[config.mk]
export PLATFORM = sky130hd
export DESIGN_NAME = uart_rx_flat
export DESIGN_NICKNAME = d
export VERILOG_FILES = /design/src/rtl/uart_rx_if.sv /design/src/rtl/uart_rx.sv /design/src/flat_wrapper.sv
export SDC_FILE = /design/constraint.sdc
export NUM_CORES = 1
export LEC_CHECK = 0
export CAP_MARGIN = 5
export CORE_ASPECT_RATIO = 1.75
export CORE_MARGIN = 2
export CORE_UTILIZATION = 38
export CTS_CLUSTER_SIZE = 30
export DETAILED_ROUTE_END_ITERATION = 12
export RECOVER_POWER = 25
export SYNTH_ARGS = -nofsm -noshare
export SYNTH_HDL_FRONTEND = slang
export SYNTH_SLANG_ARGS = --single-unit
export TNS_END_PERCENT = 5
[constraint.sdc]
create_clock -name UART_CLK -period 6.9 [get_ports UART_CLK]
set_input_delay 1.38 -clock UART_CLK [delete_from_list [all_inputs] [get_ports UART_CLK]]
set_output_delay 1.38 -clock UART_CLK [all_outputs]
set_load 0.1 [all_outputs]
[src/rtl/uart_rx_if.sv]
// Serial receive bundle between the UART line and the peripheral register block.
// master is the receiver side; slave is the line driver / byte consumer side.
interface uart_rx_if;
    logic       rx;
    logic [7:0] rx_data;
    logic       rx_valid;
    logic       frame_err;
    logic       rx_busy;

    modport master (
        input  rx,
        output rx_data,
        output rx_valid,
        output frame_err,
        output rx_busy
    );

    modport slave (
        output rx,
        input  rx_data,
        input  rx_valid,
        input  frame_err,
        input  rx_busy
    );
endinterface

[src/rtl/uart_rx.sv]
// 8N1 UART receiver: mid-bit sampling, start-glitch rejection,
// stop-bit check and break hold-off.
module uart_rx #(
    parameter int CLKS_PER_BIT = 10416
) (
    input logic      UART_CLK,
    input logic      reset,
    uart_rx_if.master bus
);
    localparam logic [15:0] HALF_M1 = 16'(CLKS_PER_BIT / 2 - 1);
    localparam logic [15:0] FULL_M1 = 16'(CLKS_PER_BIT - 1);

    typedef enum logic [2:0] {
        IDLE,
        START,
        DATA,
        STOP,
        BREAK
    } state_t;

    state_t      state, state_d;
    logic        rx_meta, rx_s;
    logic [15:0] clk_cnt, cnt_d;
    logic [2:0]  bit_idx, idx_d;
    logic [7:0]  shift_reg, shift_d;
    logic [7:0]  data_q, data_d;
    logic        valid_q, valid_d;
    logic        ferr_q, ferr_d;

    always_ff @(posedge UART_CLK or negedge reset) begin
        if (!reset) begin
            rx_meta   <= 1'b1;
            rx_s      <= 1'b1;
            state     <= IDLE;
            clk_cnt   <= '0;
            bit_idx   <= '0;
            shift_reg <= '0;
            data_q    <= '0;
            valid_q   <= 1'b0;
            ferr_q    <= 1'b0;
        end else begin
            rx_meta   <= bus.rx;
            rx_s      <= rx_meta;
            state     <= state_d;
            clk_cnt   <= cnt_d;
            bit_idx   <= idx_d;
            shift_reg <= shift_d;
            data_q    <= data_d;
            valid_q   <= valid_d;
            ferr_q    <= ferr_d;
        end
    end

    always_comb begin
        state_d = state;
        cnt_d   = clk_cnt + 16'd1;
        idx_d   = bit_idx;
        shift_d = shift_reg;
        data_d  = data_q;
        valid_d = 1'b0;
        ferr_d  = 1'b0;
        case (state)
            IDLE: begin
                cnt_d = '0;
                if (!rx_s) state_d = START;
            end
            START: begin
                if (clk_cnt == HALF_M1) begin
                    cnt_d = '0;
                    idx_d = '0;
                    state_d = rx_s ? IDLE : DATA;
                end
            end
            DATA: begin
                if (clk_cnt == FULL_M1) begin
                    cnt_d = '0;
                    shift_d[bit_idx] = rx_s;
                    idx_d = bit_idx + 3'd1;
                    if (bit_idx == 3'd7) state_d = STOP;
                end
            end
            STOP: begin
                if (clk_cnt == FULL_M1) begin
                    cnt_d = '0;
                    if (rx_s) begin
                        data_d  = shift_reg;
                        valid_d = 1'b1;
                        state_d = IDLE;
                    end else begin
                        ferr_d  = 1'b1;
                        state_d = BREAK;
                    end
                end
            end
            BREAK: begin
                // hold here while the line stays low so a break is one error
                cnt_d = '0;
                if (rx_s) state_d = IDLE;
            end
            default: begin
                cnt_d = '0;
                state_d = IDLE;
            end
        endcase
    end

    assign bus.rx_data   = data_q;
    assign bus.rx_valid  = valid_q;
    assign bus.frame_err = ferr_q;
    assign bus.rx_busy   = (state != IDLE);
endmodule

[src/flat_wrapper.sv]
// flat-port wrapper written by rule: the top's interface ports become plain ports
module uart_rx_flat 
#(
    parameter int CLKS_PER_BIT = 10416
)
  (UART_CLK, reset, bus_rx, bus_rx_data, bus_rx_valid, bus_frame_err, bus_rx_busy);
  uart_rx_if bus_i ();
  input logic UART_CLK;
  input logic reset;
  input wire logic [$bits(bus_i.rx)-1:0] bus_rx;
  output wire logic [$bits(bus_i.rx_data)-1:0] bus_rx_data;
  output wire logic [$bits(bus_i.rx_valid)-1:0] bus_rx_valid;
  output wire logic [$bits(bus_i.frame_err)-1:0] bus_frame_err;
  output wire logic [$bits(bus_i.rx_busy)-1:0] bus_rx_busy;
  assign bus_i.rx = bus_rx;
  assign bus_rx_data = bus_i.rx_data;
  assign bus_rx_valid = bus_i.rx_valid;
  assign bus_frame_err = bus_i.frame_err;
  assign bus_rx_busy = bus_i.rx_busy;
  uart_rx #(.CLKS_PER_BIT(CLKS_PER_BIT)) u_core (.UART_CLK(UART_CLK), .reset(reset), .bus(bus_i));
endmodule
==> results.toml <==
[floorplan]
die_w_um = 58.5
chipHeight_um = 99.4
ios = 14
initial_core_util_pct = 39.7
row_count = 34
die-area_sq_um = 5820
core_sq_um = 4980

[timing]
clock_skew_ns = 0.00729
tns_ns = 0
max_freq_mhz = 285
period_share_pct = 50.8
final-max-slew-violation-count = 43
rsz0062_at_grt = "no"
setup_viol = 0
hold_viol_final = 0
tightest_slew_ns = 2.20
worst_slack_ns = 3.40
timing.hold.ws_ns = 0.359
fin_crit_ns = 3.50
timing.slew.headroom_pct = -46.7

[worst_setup_path]
cp_cell_sequence = "or3_1 > clkdlybuf4s50_1"
worst-path-stages = 2
criticalPathCategory = "flip-flop to primary output"
critical-path-slowest-cell = "clkdlybuf4s50_1"
cp-start-kind = "flip-flop"
end_kind = "primary output"
critPathArrivalTime_ns = 2.12
path_max_fanout = 11
crit_family = "buffers and inverters"
crit_path_max_incr_delay_ns = 1.12
cp_num_buf_inv = 1
required_ns = 5.52
reg2reg_depth = 5

[finish]
area_growth_syn_to_layout_pct = 12.8
postLayoutCoreUtil_pct = 44.8
largest_reg_flops = 16
drive_gt1_share_pct = 16.4
fill_cells = 496
nets = 194
diodes = 0

[clock_tree]
cts_resized = 0
clkSinkCount = 42
clock_latency_ns = 0.30
h-tree-depth = 2
root_buffer = "clkbuf_8"
clockBufferDepth = 2
clkSlewWorstSetupHoldPaths_ns = 0.08
cts_inserted_buffers = 5
cts_setup_buffers = 0
cts_tree = "built"
holdBufCountCts = 0

[placed_design]
gp_congestion = 0.831
hpwlAfterDp_um = 2750
io_buffers = 13
pre_cts_ws_ns = 3.72

[yosys]
syn_area_per_cell_sq_um = 11.2
netlist_area_sq_um = 1980
synthCells = 176
ys_ff_latch = 42
synth.area.top_cells = "dfrtp_1 51%, mux2_2 9.7%, xnor2_1 6.2%"
ys_warn_count = 0
yosys.area.top_type = "dfrtp_1"
synth.distinct_cells = 32
seq_area_frac_synth_pct = 53.3
syn-num-nets = 182
synth.top_cell.area_share_pct = 50.6

[global_routing]
grt_antenna_before_repair = 0
grt_first_pass_wirelength_um = 6730
grt_overflow = 0
grt_util_all_layers_pct = 14.9
grt_max_degree = 43
grt_pass1_vias = 1431

[power]
leakagePower_uw = 0.000963
p_per_area_nw_per_um2 = 188
p_seq_share_pct = 59.1
p_switching_uw = 91.5
p_comb_share_pct = 1.4
clkPwrFrac_pct = 39.5
intPower_uw = 328
swShare_pct = 21.8
ir_worst_vdd_mv = 0.148

[detailed_routing]
ant_nets = 0
dr.pass1.iters = 3
drtIter0Drc = 28
drc_errors = 0
viasPerCell = 5.52
totalWireLength_um = 3800
wl_per_cell_um = 15.6
vias = 1342

[outcome]
status = "finished with violations"
failed_checks = "max-capacitance violations, max-slew violations"

[flow_run]
max_cap_violations = 1

[min_path]
min_path_cells = 0
hp-class = "flip-flop to flip-flop"
## synthesized netlist by cell type, drive strengths merged
cell / count
dfrtp: 40
nor2: 26
mux2: 17
xnor2: 14
nand4: 9
nand3: 7
nor4: 7
clkbuf: 6
nor3: 6
nand2: 5
nor2b: 5
inv: 4
nand4b: 4
ha: 3
or3: 3
or4: 3
a22o: 2
a22oi: 2
buf: 2
dfstp: 2
nand2b: 2
a2111oi: 1
a211oi: 1
a21oi: 1
a311oi: 1
a31oi: 1
or4bb: 1
xor2: 1
## per-layer routing
metal,wire [um],vias to the layer above,track usage [%]
li1,-,651,-
met1,1480,672,16.6
met2,2180,14,27.3
met3,92,5,2.73
met4,55,0,4.83
met5,0,-,0
## cells in the final DEF, fill, tap and decap left out, types with 2 or more instances in the layout
| cell type | count |
|---|---|
| dfrtp_1 | 40 |
| nor2_1 | 26 |
| mux2_2 | 17 |
| xnor2_1 | 14 |
| clkdlybuf4s50_1 | 11 |
| nand4_1 | 9 |
| nand3_1 | 7 |
| nor4_1 | 6 |
| clkbuf_8 | 6 |
| nor2b_1 | 5 |
| nand2_1 | 5 |
| nor3_1 | 5 |
| nand4b_1 | 4 |
| inv_1 | 4 |
| or3_1 | 3 |
| ha_1 | 3 |
| or4_1 | 2 |
| nand2b_1 | 2 |
| a22o_1 | 2 |
| dfstp_2 | 2 |
## worst paths after layout
check	slack, ns	to	from
worst max-delay path	3.40	bus_rx_busy	u_core.state[0]
worst min-delay path	0.36	u_core.rx_s	u_core.rx_meta
worst max register to register	4.16	u_core.clk_cnt[4]	u_core.clk_cnt[0]
worst min register to register	0.36	u_core.rx_s	u_core.rx_meta
max in group asynchronous	3.92	u_core.clk_cnt[0]	reset
min in group asynchronous	1.73	u_core.bus.rx_data[2]	reset
## cells by family after synthesis
kind of cell	synth area share, %
and+or+nand+nor	22.4
adders and majority gates	1.90
xor gates and xnor gates	6.64
buffers and inverters	2.40
muxes	9.68
DFF	53.3
AOI/OAI and AO/OA	3.73
## area by class of cell
type,instances,area [sq um],share of cell area [%]
clock buffer,6,82.6,3.70
clock inverter,2,12.5,0.561
inverter,4,15.0,0.673
multi-input combinational,122,877,39.3
sequential,42,1050,47.2
tap,54,67.6,3.03
timing repair buffer,13,124,5.55
## power by group through the flow
stage	clock network [uW]	registers, uW	logic (uW)
floorplan	0	252	1.13
CTS	172	248	6.41
finish	166	248	5.69
global route	180	248	6.90
detailed placement	0	253	6.39
global placement	0	253	6.13
## through the flow
stage / cells / area (sq um) / power [uW]
after floorplan: 176 / 1980 / 253
after global placement: 235 / 2140 / 259
after detailed placement: 235 / 2140 / 259
after CTS: 243 / 2230 / 427
after global routing: 243 / 2230 / 435
final: 243 / 2230 / 420
No activity file was read; power rests on OpenSTA's default activity.
